File: config.mk
export PLATFORM = sky130hd
export DESIGN_NAME = turn_sequencer
export DESIGN_NICKNAME = d
export VERILOG_FILES = /design/src/rtl/turn_sequencer.sv
export SDC_FILE = /design/constraint.sdc
export NUM_CORES = 1
export LEC_CHECK = 0
export ABC_AREA = 1
export CORE_MARGIN = 4
export CORE_UTILIZATION = 35
export DETAILED_ROUTE_END_ITERATION = 8
export HOLD_SLACK_MARGIN = 0.15
export PLACE_DENSITY_LB_ADDON = 0.15
export SETUP_SLACK_MARGIN = 0.5
export SLEW_MARGIN = 20
export SYNTH_ARGS = -nofsm -noshare
export SYNTH_HDL_FRONTEND = slang
export SYNTH_SLANG_ARGS = --single-unit
File: constraint.sdc
create_clock -name clk -period 1.95 [get_ports clk]
set_clock_uncertainty 0.1 [all_clocks]
set_input_delay 0.2925 -clock clk [delete_from_list [all_inputs] [get_ports clk]]
set_output_delay 0.2925 -clock clk [all_outputs]
set_load 0.05 [all_outputs]
File: src/rtl/turn_sequencer.sv
// Two-player turn scheduler: accepts one move per turn, issues the target pixel x to the
// active player, waits for its turn_done, then hands over. Optional WAIT timeout: TURN_TIMEOUT_EN.
module turn_sequencer #(
  parameter int NUM_TILES      = 10,
  parameter int TILE_W         = 64,
  parameter int X_ORIGIN       = 0,
  parameter int TIMEOUT_CYCLES = 1 << 24
) (
  input  logic       clk,
  input  logic       rst,
  input  logic       move_valid,
  input  logic [2:0] move_steps,
  output logic       move_ready,
  output logic       cur_player,
  output logic [9:0] player1_pos_x,
  output logic       player1_pos_valid,
  input  logic       player1_turn_done,
  output logic [9:0] player2_pos_x,
  output logic       player2_pos_valid,
  input  logic       player2_turn_done,
  output logic [3:0] player1_tile,
  output logic [3:0] player2_tile,
  output logic       game_over,
  output logic       winner,
  output logic       timeout_err
);

  typedef enum logic [2:0] {S_IDLE, S_ISSUE, S_WAIT, S_SWITCH, S_DONE} state_e;

  localparam logic [3:0] LAST_TILE = 4'(NUM_TILES - 1);

  state_e     state_q, state_d;
  logic       cur_player_q, cur_player_d;
  logic [3:0] p1_tile_q, p1_tile_d, p2_tile_q, p2_tile_d;
  logic [9:0] p1_pos_x_q, p1_pos_x_d, p2_pos_x_q, p2_pos_x_d;
  logic       p1_valid_q, p1_valid_d, p2_valid_q, p2_valid_d;
  logic       move_ready_q, move_ready_d;
  logic       game_over_q, game_over_d;
  logic       winner_q, winner_d;
  logic       timeout_err_q, timeout_err_d;

  logic [3:0] active_tile;
  logic       active_done;
  logic [4:0] tile_sum;
  logic [3:0] new_tile;
  logic [9:0] new_x;

`ifdef TURN_TIMEOUT_EN
  localparam int CNT_W = (TIMEOUT_CYCLES > 1) ? $clog2(TIMEOUT_CYCLES) : 1;
  logic [CNT_W-1:0] wait_cnt_q, wait_cnt_d;
`else
  logic unused_timeout_cfg;
  assign unused_timeout_cfg = (TIMEOUT_CYCLES > 0);
`endif

  always_comb begin
    // NOTE: every _d gets a default before the case so no path leaves it unassigned (no latches).
    state_d       = state_q;
    cur_player_d  = cur_player_q;
    p1_tile_d     = p1_tile_q;
    p2_tile_d     = p2_tile_q;
    p1_pos_x_d    = p1_pos_x_q;
    p2_pos_x_d    = p2_pos_x_q;
    p1_valid_d    = 1'b0;
    p2_valid_d    = 1'b0;
    game_over_d   = game_over_q;
    winner_d      = winner_q;
    timeout_err_d = 1'b0;
`ifdef TURN_TIMEOUT_EN
    wait_cnt_d    = wait_cnt_q;
`endif

    active_tile = cur_player_q ? p2_tile_q : p1_tile_q;
    active_done = cur_player_q ? player2_turn_done : player1_turn_done;
    tile_sum    = {1'b0, active_tile} + {2'b00, move_steps};
    new_tile    = (tile_sum >= {1'b0, LAST_TILE}) ? LAST_TILE : tile_sum[3:0];
    new_x       = 10'(X_ORIGIN + int'(new_tile) * TILE_W);

    unique case (state_q)
      // move_ready is high only in IDLE, so move_valid here is the full handshake
      S_IDLE: begin
        if (move_valid) begin
          if (move_steps != 3'd0) begin
            if (cur_player_q) begin
              p2_tile_d  = new_tile;
              p2_pos_x_d = new_x;
              p2_valid_d = 1'b1;
            end else begin
              p1_tile_d  = new_tile;
              p1_pos_x_d = new_x;
              p1_valid_d = 1'b1;
            end
            state_d = S_ISSUE;
          end else begin
            state_d = S_SWITCH;
          end
        end
      end
      S_ISSUE: begin
        state_d = S_WAIT;
`ifdef TURN_TIMEOUT_EN
        wait_cnt_d = '0;
`endif
      end
      S_WAIT: begin
        if (active_done) begin
          state_d = S_SWITCH;
`ifdef TURN_TIMEOUT_EN
        end else if (wait_cnt_q == CNT_W'(TIMEOUT_CYCLES - 1)) begin
          timeout_err_d = 1'b1;
          state_d       = S_SWITCH;
        end else begin
          wait_cnt_d = wait_cnt_q + 1'b1;
`endif
        end
      end
      S_SWITCH: begin
        if (active_tile == LAST_TILE) begin
          game_over_d = 1'b1;
          winner_d    = cur_player_q;
          state_d     = S_DONE;
        end else begin
          cur_player_d = ~cur_player_q;
          state_d      = S_IDLE;
        end
      end
      S_DONE:  state_d = S_DONE;
      default: state_d = S_IDLE;
    endcase

    move_ready_d = (state_d == S_IDLE);
  end

  always_ff @(posedge clk) begin
    // NOTE: state registers use non-blocking assignments so every flop samples pre-edge values.
    if (rst) begin
      state_q       <= S_IDLE;
      cur_player_q  <= 1'b0;
      p1_tile_q     <= '0;
      p2_tile_q     <= '0;
      p1_pos_x_q    <= 10'(X_ORIGIN);
      p2_pos_x_q    <= 10'(X_ORIGIN);
      p1_valid_q    <= 1'b0;
      p2_valid_q    <= 1'b0;
      move_ready_q  <= 1'b1;
      game_over_q   <= 1'b0;
      winner_q      <= 1'b0;
      timeout_err_q <= 1'b0;
`ifdef TURN_TIMEOUT_EN
      wait_cnt_q    <= '0;
`endif
    end else begin
      state_q       <= state_d;
      cur_player_q  <= cur_player_d;
      p1_tile_q     <= p1_tile_d;
      p2_tile_q     <= p2_tile_d;
      p1_pos_x_q    <= p1_pos_x_d;
      p2_pos_x_q    <= p2_pos_x_d;
      p1_valid_q    <= p1_valid_d;
      p2_valid_q    <= p2_valid_d;
      move_ready_q  <= move_ready_d;
      game_over_q   <= game_over_d;
      winner_q      <= winner_d;
      timeout_err_q <= timeout_err_d;
`ifdef TURN_TIMEOUT_EN
      wait_cnt_q    <= wait_cnt_d;
`endif
    end
  end

  assign move_ready        = move_ready_q;
  assign cur_player        = cur_player_q;
  assign player1_pos_x     = p1_pos_x_q;
  assign player2_pos_x     = p2_pos_x_q;
  assign player1_pos_valid = p1_valid_q;
  assign player2_pos_valid = p2_valid_q;
  assign player1_tile      = p1_tile_q;
  assign player2_tile      = p2_tile_q;
  assign game_over         = game_over_q;
  assign winner            = winner_q;
  assign timeout_err       = timeout_err_q;

endmodule
==> results of run 1 <==
==> registers in the layout, summed over array words and instances, names as in the netlist <==
register,flops
state_q,3
player2_pos_x,4
move_ready,1
player1_pos_valid,1
player2_pos_valid,1
player1_pos_x,4
winner,1
game_over,1
cur_player,1
==> critical path, delay by kind of cell, from the launching register on <==
kind	cells	cell delay, ns
flops	1	0.39
compound gates	1	0.20
buf+inv	3	0.13
simple gates	5	0.37
fa+ha+maj	2	0.68
==> cells in the final DEF (no fill, tap or decap), drive strengths merged, types with 4 or more instances in the layout <==
cell	count
nand2	44
inv	28
dfxtp	17
buf	17
conb	13
nor2	13
nand3	13
a21oi	13
clkdlybuf4s15	9
clkdlybuf4s50	7
clkbuf	4
o21ai	4
==> per-layer routing <==
layer / vias to the layer above / global-route usage [%] / wire, um
met5: - / 0 / 0
met4: 0 / 2.33 / 14
met3: 2 / 3.76 / 171
met2: 31 / 21.9 / 1240
met1: 467 / 13.1 / 1020
li1: 531 / - / -
==> through the flow <==
stage          instances  hold slack (ns)  setup TNS, ns  util [%]
3_3_place_gp         232            0.345          -1.33      45.5
5_1_grt              238            0.401         -0.604      48.5
6_report             238            0.359       -0.00159      48.5
3_5_place_dp         232            0.348          -1.57      45.5
4_1_cts              238            0.371              0      48.5
2_1_floorplan        177            0.366         -0.367         -
==> logic make-up after synthesis <==
| kind of cell | after synthesis | share of synthesized area [%] |
|---|---|---|
| buffers and inverters | 52 | 24.6 |
| DFF | 17 | 29.7 |
| and+or+nand+nor | 73 | 29.9 |
| other | 1 | 0.328 |
| adders and majority gates | 4 | 5.03 |
| AOI/OAI and AO/OA | 18 | 10.4 |
==> final cells by class <==
type                       instances  area [sq um]  share of cell area (%)
clock buffer                       4          26.3                    1.74
inverter                          29           111                    7.39
multi-input combinational        108           651                    43.2
sequential                        17           353                    23.4
tap                               44          55.1                    3.65
timing repair buffer              36           310                    20.6
==> final timing paths <==
| check | endpoint | from | slack, ns |
|---|---|---|---|
| worst max-delay path | player1_pos_x[6] | cur_player | -0.002 |
| worst max register to register | player1_pos_x[6] | cur_player | -0.002 |
| worst min register to register | game_over | game_over | 0.36 |
| worst min-delay path | game_over | game_over | 0.36 |
==> power by group <==
| part | internal (W) | switching [W] | total (W) |
|---|---|---|---|
| Combinational | 0.000141 | 0.000321 | 0.000461 |
| Clock | 0.0000795 | 0.000106 | 0.000186 |
| Sequential | 0.000370 | 0.0000143 | 0.000384 |
==> what timing repair did <==
item                       in CTS  in global routing
pin swaps                       4                  6
setup buffers                   2                  0
setup endpoints to repair      35                 23
resized for setup              81                 24
==> parameters.txt, run 1 <==
Parameter                              Value

Logic synthesis
  Most instantiated library cell after synthesis    nand2_1
  Total standard cell area after synthesis    1140 sq um
  Synthesized instance count    165
  Proportion of netlist area held by the largest area contributor    29.7%
  Area leader, netlist    dfxtp_1
  List of most frequent post-synthesis cells    nand2_1, inv_1, buf_4, dfxtp_1, a21oi_1
  Top flip-flop cell by instance count after synthesis    dfxtp_1
  Synthesized area per cell    6.94 sq um
  Count of state elements after synthesis    17
  Warning count from the yosys run    0
  Sequential cell area fraction in the yosys report    29.7%
  Fraction of registers with async set/reset    0%
  EDFF count, synth    0
  Number of unique standard cell types used by synthesis    26
  Synth area leaders    dfxtp_1, buf_4, nand2_1

Detailed routing
  Final ANT Viol Nets    0
  Total wire length    2450 um
  Routed via count    1031
  Per-cell routed wire length    10.3 um
  Detailed-route DRC error count    0
  Starting DRC count in detailed routing    20
  Avg Vias per Cell    4.33
  DR pass1 iterations    4

Floorplan
  Effective utilization at floorplan    36.9%
  Chip Width    65.2 um
  Vertical die dimension    65.2 um
  Total die area    4250 sq um
  Core box area    3100 sq um
  Placement Rows    20
  Number of ports placed on the die boundary    43

Global routing
  Initial antenna violation count    0
  Vias in the first global route    974
  Global-route wire length before repair    4050 um
  Total congestion overflow    0
  Global Route Usage Sum    11.8%
  Largest net degree at the start of global routing    11

Critical path
  Arrival @ worst endpoint    2.04 ns
  Biggest fanout along the worst timing path    6
  Max stage delay cell, worst path    fa_2
  Register-to-Register Path Depth    11
  Cell Chain, Critical Path    o21ai_4, ha_4, inv_2, fa_2, nand4_1, inv_1, nand2_1, nand2_2, nand3_2, nand2_1, inv_1
  Max stage delay on crit path    0.52 ns
  Endpoint kind of the worst setup timing path    flop
  Required arrival time at the worst endpoint    2.04 ns
  Kind of launch point of the worst setup path    flop
  Crit Path Class    flop to flop

Timing
  Final cycle utilization of the critical path    100%
  Highest attainable clock frequency    0.512 GHz
  Final worst slack    -0.00159 ns
  Final setup viols    1
  Setup repair after global routing missed its margin    true
  Max-slew violation count    0
  Crit path time final    1.95 ns
  Final number of hold-violating endpoints    0

Outcome
  Violations in the final reports    negative setup slack
  Status    complete, but fails checks

Pwr
  Leakage dissipation    0.709 nW
  Areal power density over the cells    685 nW/um^2
  Max rail drop VDD    0.000414 V
  Total design power    0.00103 W

Clocking
  Clock transition at the registers of the reported paths    0.10 ns
  Number of hold buffers added after cts    0
  Total CTS buffers    3
  Root Driver    clkbuf_4
  Worst skew pair latency    0.29 ns
  Number of levels the H-tree was split into    1
  Clock tree from TritonCTS    done
  Maximum buffer depth of the clock tree    2
  Num Clock Sinks    17

Placement
  RePlAce Congestion    0.825
  Post-Place Worst Slack    -0.224 ns
  Placed Area    1410 sq um
  Estimated wirelength of the detail-placed design    1980 um
  IO buf count    29

Run
  Max-cap check violation count    0

Finish
  Share of final-layout standard cells stronger than drive strength 1    38.7%
  Layout overhead on the synthesized area    31.6%
  Nets@finish    207
  Fin area    1510 sq um
  Filler Cells Inserted    328
  Antenna Diode Count    0

Hold path
  Hold Path Depth    2
  Hold/Removal Path Class    flop to flop
Power figures use the tool's default switching activity.
==> run 2: changes to the inputs <==
--- a/config.mk
+++ b/config.mk
@@ -7,7 +7,7 @@
 export LEC_CHECK = 0
 export ABC_AREA = 1
 export CORE_MARGIN = 4
-export CORE_UTILIZATION = 35
+export CORE_UTILIZATION = 39
 export DETAILED_ROUTE_END_ITERATION = 8
 export HOLD_SLACK_MARGIN = 0.15
 export PLACE_DENSITY_LB_ADDON = 0.15
==> constraint.sdc (replaced) <==
create_clock -name clk -period 1.95 [get_ports clk]
set_clock_uncertainty 0.1 [all_clocks]
set_input_delay 0.2925 -clock clk [delete_from_list [all_inputs] [get_ports clk]]
set_output_delay 0.2925 -clock clk [all_outputs]
set_load 0.005 [all_outputs]
==> run 2 against run 1 <==
Compared with the run above:
- the run now ends clean
- die area down 9.0%
- worst setup slack improved by 0.024 ns
- cell count rose by 2.5%
- design area increased by 12%
- sequential power hardly changed
- count of clock-buffer cells in the layout fell by 1
- sequential cell count is the same
==> parameters.txt, run 2 (synthesis results as in run 1) <==
Parameter                              Value

Detailed routing
  Total wire length    2620 um (+7.1%)
  DR pass1 iterations    4 (unchanged)
  Starting DRC count in detailed routing    20 (unchanged)
  Routed via count    1098 (+6.5%)
  Avg Vias per Cell    4.50 (+3.9%)
  Per-cell routed wire length    10.7 um (+4.4%)
  Final ANT Viol Nets    0 (unchanged)
  Detailed-route DRC error count    0 (unchanged)

Run
  Max-cap check violation count    0 (unchanged)

Timing
  Final setup viols    0 (-1)
  Crit path time final    1.93 ns (-0.0241 ns)
  Final cycle utilization of the critical path    98.8% (-1.2 points)
  Final worst hold slack    0.353 ns (-0.00669 ns)
  Final number of hold-violating endpoints    0 (unchanged)
  Setup repair after global routing missed its margin    true
  Max-slew violation count    0 (unchanged)
  Highest attainable clock frequency    0.519 GHz (+1.2%)

Placement
  RePlAce Congestion    0.833 (+0.88%)
  IO buf count    29 (unchanged)
  Estimated wirelength of the detail-placed design    2010 um (+1.7%)

Critical path
  Arrival @ worst endpoint    2.03 ns (about the same)
  Endpoint kind of the worst setup timing path    flop
  Biggest fanout along the worst timing path    5 (-1)
  Kind of launch point of the worst setup path    flop
  Crit Path Class    flop to flop
  Required arrival time at the worst endpoint    2.05 ns (about the same)

Floorplan
  Core box area    2780 sq um (-10%)
  Total die area    3870 sq um (-9.0%)
  Vertical die dimension    62.2 um (-4.6%)
  Placement Rows    19 (-5.0%)
  Number of ports placed on the die boundary    43 (unchanged)
  Effective utilization at floorplan    41.2% (+4.3 points)
  Chip Width    62.2 um (-4.6%)

Pwr
  Total design power    0.000947 W (-8.2%)
  Leakage dissipation    0.919 nW (+29%)
  Max rail drop VDD    0.000433 V (+4.4%)
  Areal power density over the cells    561 nW/um^2 (-18%)

Global routing
  Initial antenna violation count    0 (unchanged)
  Vias in the first global route    996 (+2.3%)
  Total congestion overflow    0 (unchanged)
  Largest net degree at the start of global routing    11 (unchanged)
  Global-route wire length before repair    4340 um (+7.2%)
  Global Route Usage Sum    13.5% (+1.7 points)

Clocking
  Num Clock Sinks    17 (unchanged)
  Worst skew pair latency    0.30 ns (about the same)
  Clock transition at the registers of the reported paths    0.11 ns (about the same)
  Clock tree from TritonCTS    done
  Total CTS buffers    3 (unchanged)
  Number of hold buffers added after cts    0 (unchanged)
  Number of levels the H-tree was split into    1 (unchanged)
  Maximum buffer depth of the clock tree    2 (unchanged)
  Root Driver    clkbuf_4

Finish
  Leading cell type in the layout, fill and taps excluded    nand2_1
  Share of final-layout standard cells stronger than drive strength 1    37.1% (-1.6 points)
  Antenna Diode Count    0 (unchanged)
  Most used cells in the layout excluding fill and tap cells    nand2_1, inv_1, buf_4, conb_1, dlygate4sd2_1
  Layout overhead on the synthesized area    47.4%
  Nets@finish    226 (+9.2%)
  Filler Cells Inserted    280 (-15%)

Hold path
  Hold/Removal Path Class    flop to flop

Outcome
  Status    finished, final reports clean
[run 2: cell types whose count changed in the layout (fill, tap and decap cells not counted), sizes merged]
cell	change
buf	+10
clkbuf	-1
clkdlybuf4s15	-4
clkdlybuf4s18	-3
clkinv	+1
dlygate4sd2	+12
dlymetal6s2s	+4
[run 2: power by group]
part	internal (W)	switching, W	total [W]
registers	0.000370	0.0000122	0.000382
logic	0.000178	0.000191	0.000369
clock network	0.0000765	0.000119	0.000196
total	0.000625	0.000322	0.000947
[run 2: cell type report]
type	instances	area (sq um)	share of cell area [%]
clock buffer	3	22.5	1.33
clock inverter	1	5.00	0.297
inverter	29	111	6.60
multi-input combinational	108	659	39.1
sequential	17	357	21.1
tap	31	38.8	2.30
timing repair buffer	55	494	29.3
[run 2: routing by layer]
metal,track usage (%),wire [um]
met1,14.6,1070
met2,23.6,1380
met3,5.23,133
met4,5.15,34
met5,0,0
[run 2: final timing paths]
path         startpoint                to  slack (ns)  cells past startpoint
max          cur_player  player2_pos_x[7]        0.02                     10
min           game_over         game_over        0.35                      2
max reg2reg  cur_player  player2_pos_x[7]        0.02                     10
min reg2reg   game_over         game_over        0.35                      2
[run 2: timing repair]
item / 4_1_cts / 5_1_grt
endpoints found under the hold margin: 0 / 0
setup buffers: 16 / 2
pin swaps: 7 / 2
setup endpoints to repair: 34 / 23
resized for setup: 45 / 24
[run 2: worst max-delay path: stages (launching register included)]
cell     delay, ns
dfxtp_4       0.38
o21ai_4       0.20
ha_4          0.16
inv_2         0.03
fa_1          0.37
inv_1         0.10
nand2_1       0.07
nand4_1       0.11
nand3_1       0.11
nand3_1       0.13
a21oi_1       0.08
[run 2: through the flow]
stage | instance area [sq um] | setup slack, ns | utilization [%] | TNS [ns] | instances
after floorplan | 1190 | 0.0398 | - | 0 | 177
after global routing | 1690 | -0.0868 | 60.7 | -0.556 | 244
after detailed placement | 1410 | -0.235 | 50.7 | -1.65 | 222
after CTS | 1600 | 0.0307 | 57.6 | 0 | 242
final | 1690 | 0.0225 | 60.7 | 0 | 244
after global placement | 1410 | -0.173 | 50.7 | -1.24 | 222
==> run 3: changes to the inputs <==
--- a/config.mk
+++ b/config.mk
@@ -7,7 +7,8 @@
 export LEC_CHECK = 0
 export ABC_AREA = 1
 export CORE_MARGIN = 4
-export CORE_UTILIZATION = 39
+export CORE_UTILIZATION = 40
+export CTS_BUF_LIST = sky130_fd_sc_hd__clkbuf_8
 export DETAILED_ROUTE_END_ITERATION = 8
 export HOLD_SLACK_MARGIN = 0.15
 export PLACE_DENSITY_LB_ADDON = 0.15
==> run 3 against run 2 <==
Compared with the run above:
- the run now ends with negative setup slack left
- critical path depth rose by 2
- sequential power barely moved
- combinational power is 5% higher
- first-iteration DRC count increased by 45%
- non-clock buffer count is 1 lower
- total power is 9.3% higher
==> parameters.txt, run 3 (synthesis results as in run 1) <==
Parameter                              Value

Outcome
  Status    complete, but fails checks
  Violations in the final reports    negative setup slack

Timing
  Final number of hold-violating endpoints    0 (unchanged)
  Highest attainable clock frequency    0.498 GHz (-3.9%)
  Final cycle utilization of the critical path    103% (+4.0 points)
  Final worst hold slack    0.361 ns (+0.00863 ns)
  Final setup viols    7 (+7)
  Final worst slack    -0.0560 ns (-0.0785 ns)
  Setup repair after global routing missed its margin    true
  Max-slew violation count    0 (unchanged)
  Crit path time final    2.01 ns (+0.0785 ns)

Finish
  Most used cells in the layout excluding fill and tap cells    nand2_1, inv_1, dlygate4sd2_1, buf_6, conb_1
  Leading cell type in the layout, fill and taps excluded    nand2_1
  Share of final-layout standard cells stronger than drive strength 1    37.7% (+0.65 points)
  Cell Count, Final, Fillers Out    243 (-0.41%)
  Antenna Diode Count    0 (unchanged)
  Filler Cells Inserted    240 (-14%)
  Nets@finish    225 (-0.44%)
  Layout overhead on the synthesized area    52.2%

Run
  Max-cap check violation count    0 (unchanged)

Placement
  Placed insts    222 (unchanged)
  Estimated wirelength of the detail-placed design    2030 um (+0.97%)
  RePlAce Congestion    0.844 (+1.3%)
  IO buf count    29 (unchanged)

Floorplan
  Placement Rows    19 (unchanged)
  Total die area    3780 sq um (-2.2%)
  Chip Width    61.5 um (-1.1%)
  Core box area    2760 sq um (-0.85%)
  Number of ports placed on the die boundary    43 (unchanged)
  Effective utilization at floorplan    41.5% (+0.35 points)
  Vertical die dimension    61.5 um (-1.1%)

Pwr
  Areal power density over the cells    594 nW/um^2 (+5.9%)
  Max rail drop VDD    0.000603 V (+39%)
  Leakage dissipation    0.943 nW (+2.6%)

Clocking
  Num Clock Sinks    17 (unchanged)
  Clock transition at the registers of the reported paths    0.07 ns (-0.04 ns)
  Clock tree from TritonCTS    done
  Number of levels the H-tree was split into    1 (unchanged)
  Worst skew pair latency    0.25 ns (-0.05 ns)
  Root Driver    clkbuf_8
  Total CTS buffers    3 (unchanged)
  Maximum buffer depth of the clock tree    2 (unchanged)
  Number of hold buffers added after cts    0 (unchanged)

Critical path
  Number of buffer and inverter instances along the worst setup path    4 (+2)
  Arrival @ worst endpoint    2.06 ns (+0.03 ns)
  Max stage delay on crit path    0.52 ns (+0.14 ns)
  Cell class contributing the biggest share of worst-path delay    adder cells
  Required arrival time at the worst endpoint    2.01 ns (-0.04 ns)
  Crit Path Class    flop to flop
  Endpoint kind of the worst setup timing path    flop
  Biggest fanout along the worst timing path    2 (-3)
  Kind of launch point of the worst setup path    flop
  Register-to-register setup slack    -0.06 ns (-0.08 ns)
  Max stage delay cell, worst path    fa_2
  Cell Chain, Critical Path    inv_2, o21ai_4, ha_4, inv_2, fa_2, nand4_1, inv_1, nand2_1, nand2_2, nand3_2, nand2_2, inv_1

Global routing
  Largest net degree at the start of global routing    11 (unchanged)
  Total congestion overflow    0 (unchanged)
  Initial antenna violation count    0 (unchanged)
  Global Route Usage Sum    15.7% (+2.2 points)
  Vias in the first global route    1049 (+5.3%)
  Global-route wire length before repair    4350 um (+0.30%)

Detailed routing
  Routed via count    1100 (+0.18%)
  Per-cell routed wire length    11.4 um (+6.3%)
  Final ANT Viol Nets    0 (unchanged)
  Total wire length    2780 um (+5.9%)
  Detailed-route DRC error count    0 (unchanged)
  Starting DRC count in detailed routing    29 (+45%)
  DR pass1 iterations    2 (-2)
  Avg Vias per Cell    4.53 (+0.59%)

Hold path
  Hold/Removal Path Class    flop to flop
==> run 3: cell count changes in the layout (fill, tap and decap cells not counted), sizes merged <==
| cell | change |
|---|---|
| dlymetal6s2s | -2 |
| buf | -1 |
| clkdlybuf4s50 | -1 |
| clkdlybuf4s15 | -5 |
| dlygate4sd2 | +8 |
==> run 3: final timing paths <==
path / cells past startpoint / from / endpoint
hold / removal: 2 / game_over / game_over
setup reg to reg: 12 / player1_pos_x[6] / player2_pos_x[6]
hold reg to reg: 2 / game_over / game_over
setup / recovery: 12 / player1_pos_x[6] / player2_pos_x[6]
==> run 3: power by group <==
group / internal (W) / leakage, nW / switching [W] / total, W
registers: 0.000370 / 0.143 / 0.0000142 / 0.000384
logic: 0.000186 / 0.774 / 0.000200 / 0.000386
clock network: 0.000142 / 0.0255 / 0.000123 / 0.000265
==> run 3: tightest hold or removal path, stage by stage, from the launching register on <==
cell and delay (ns):
dfxtp_1 0.31, inv_1 0.06, a21oi_2 0.05
==> run 3: what timing repair did <==
action	in CTS	in global routing
setup endpoints to repair	33	17
pin swaps	13	11
buffers inserted	14	3
gates resized for setup	51	29
endpoints found under the hold margin	0	0
==> run 3: layout make-up <==
cell class                      count  area (sq um)  share of cell area (%)
Timing Repair Buffer               54           508                    29.1
Multi-Input combinational cell    108           682                    39.1
Tap cell                           31          38.8                    2.23
Sequential cell                    17           354                    20.3
Clock buffer                        3          41.3                    2.37
Clock inverter                      1          5.00                   0.287
Inverter                           29           114                    6.53
==> run 3: metal layers <==
layer / track usage (%) / part of all wire (%) / vias up
met5: 0 / 0 / -
met4: 5.15 / 2.5 / 0
met2: 28.6 / 53 / 37
li1: - / - / 566
met3: 4.61 / 6.5 / 9
met1: 17.3 / 38 / 488
==> run 3: through the flow <==
stage	utilization [%]	setup slack [ns]	setup TNS, ns	area, sq um	power (W)
3_3_place_gp	51.1	-0.170	-1.21	1410	0.000677
6_report	63.2	-0.0560	-0.186	1740	0.00104
2_1_floorplan	-	0.0398	0	1190	0.000593
5_1_grt	63.2	-0.144	-0.807	1740	0.00111
4_1_cts	58.5	-0.0134	-0.0162	1610	0.000989
3_5_place_dp	51.1	-0.267	-1.84	1410	0.000685
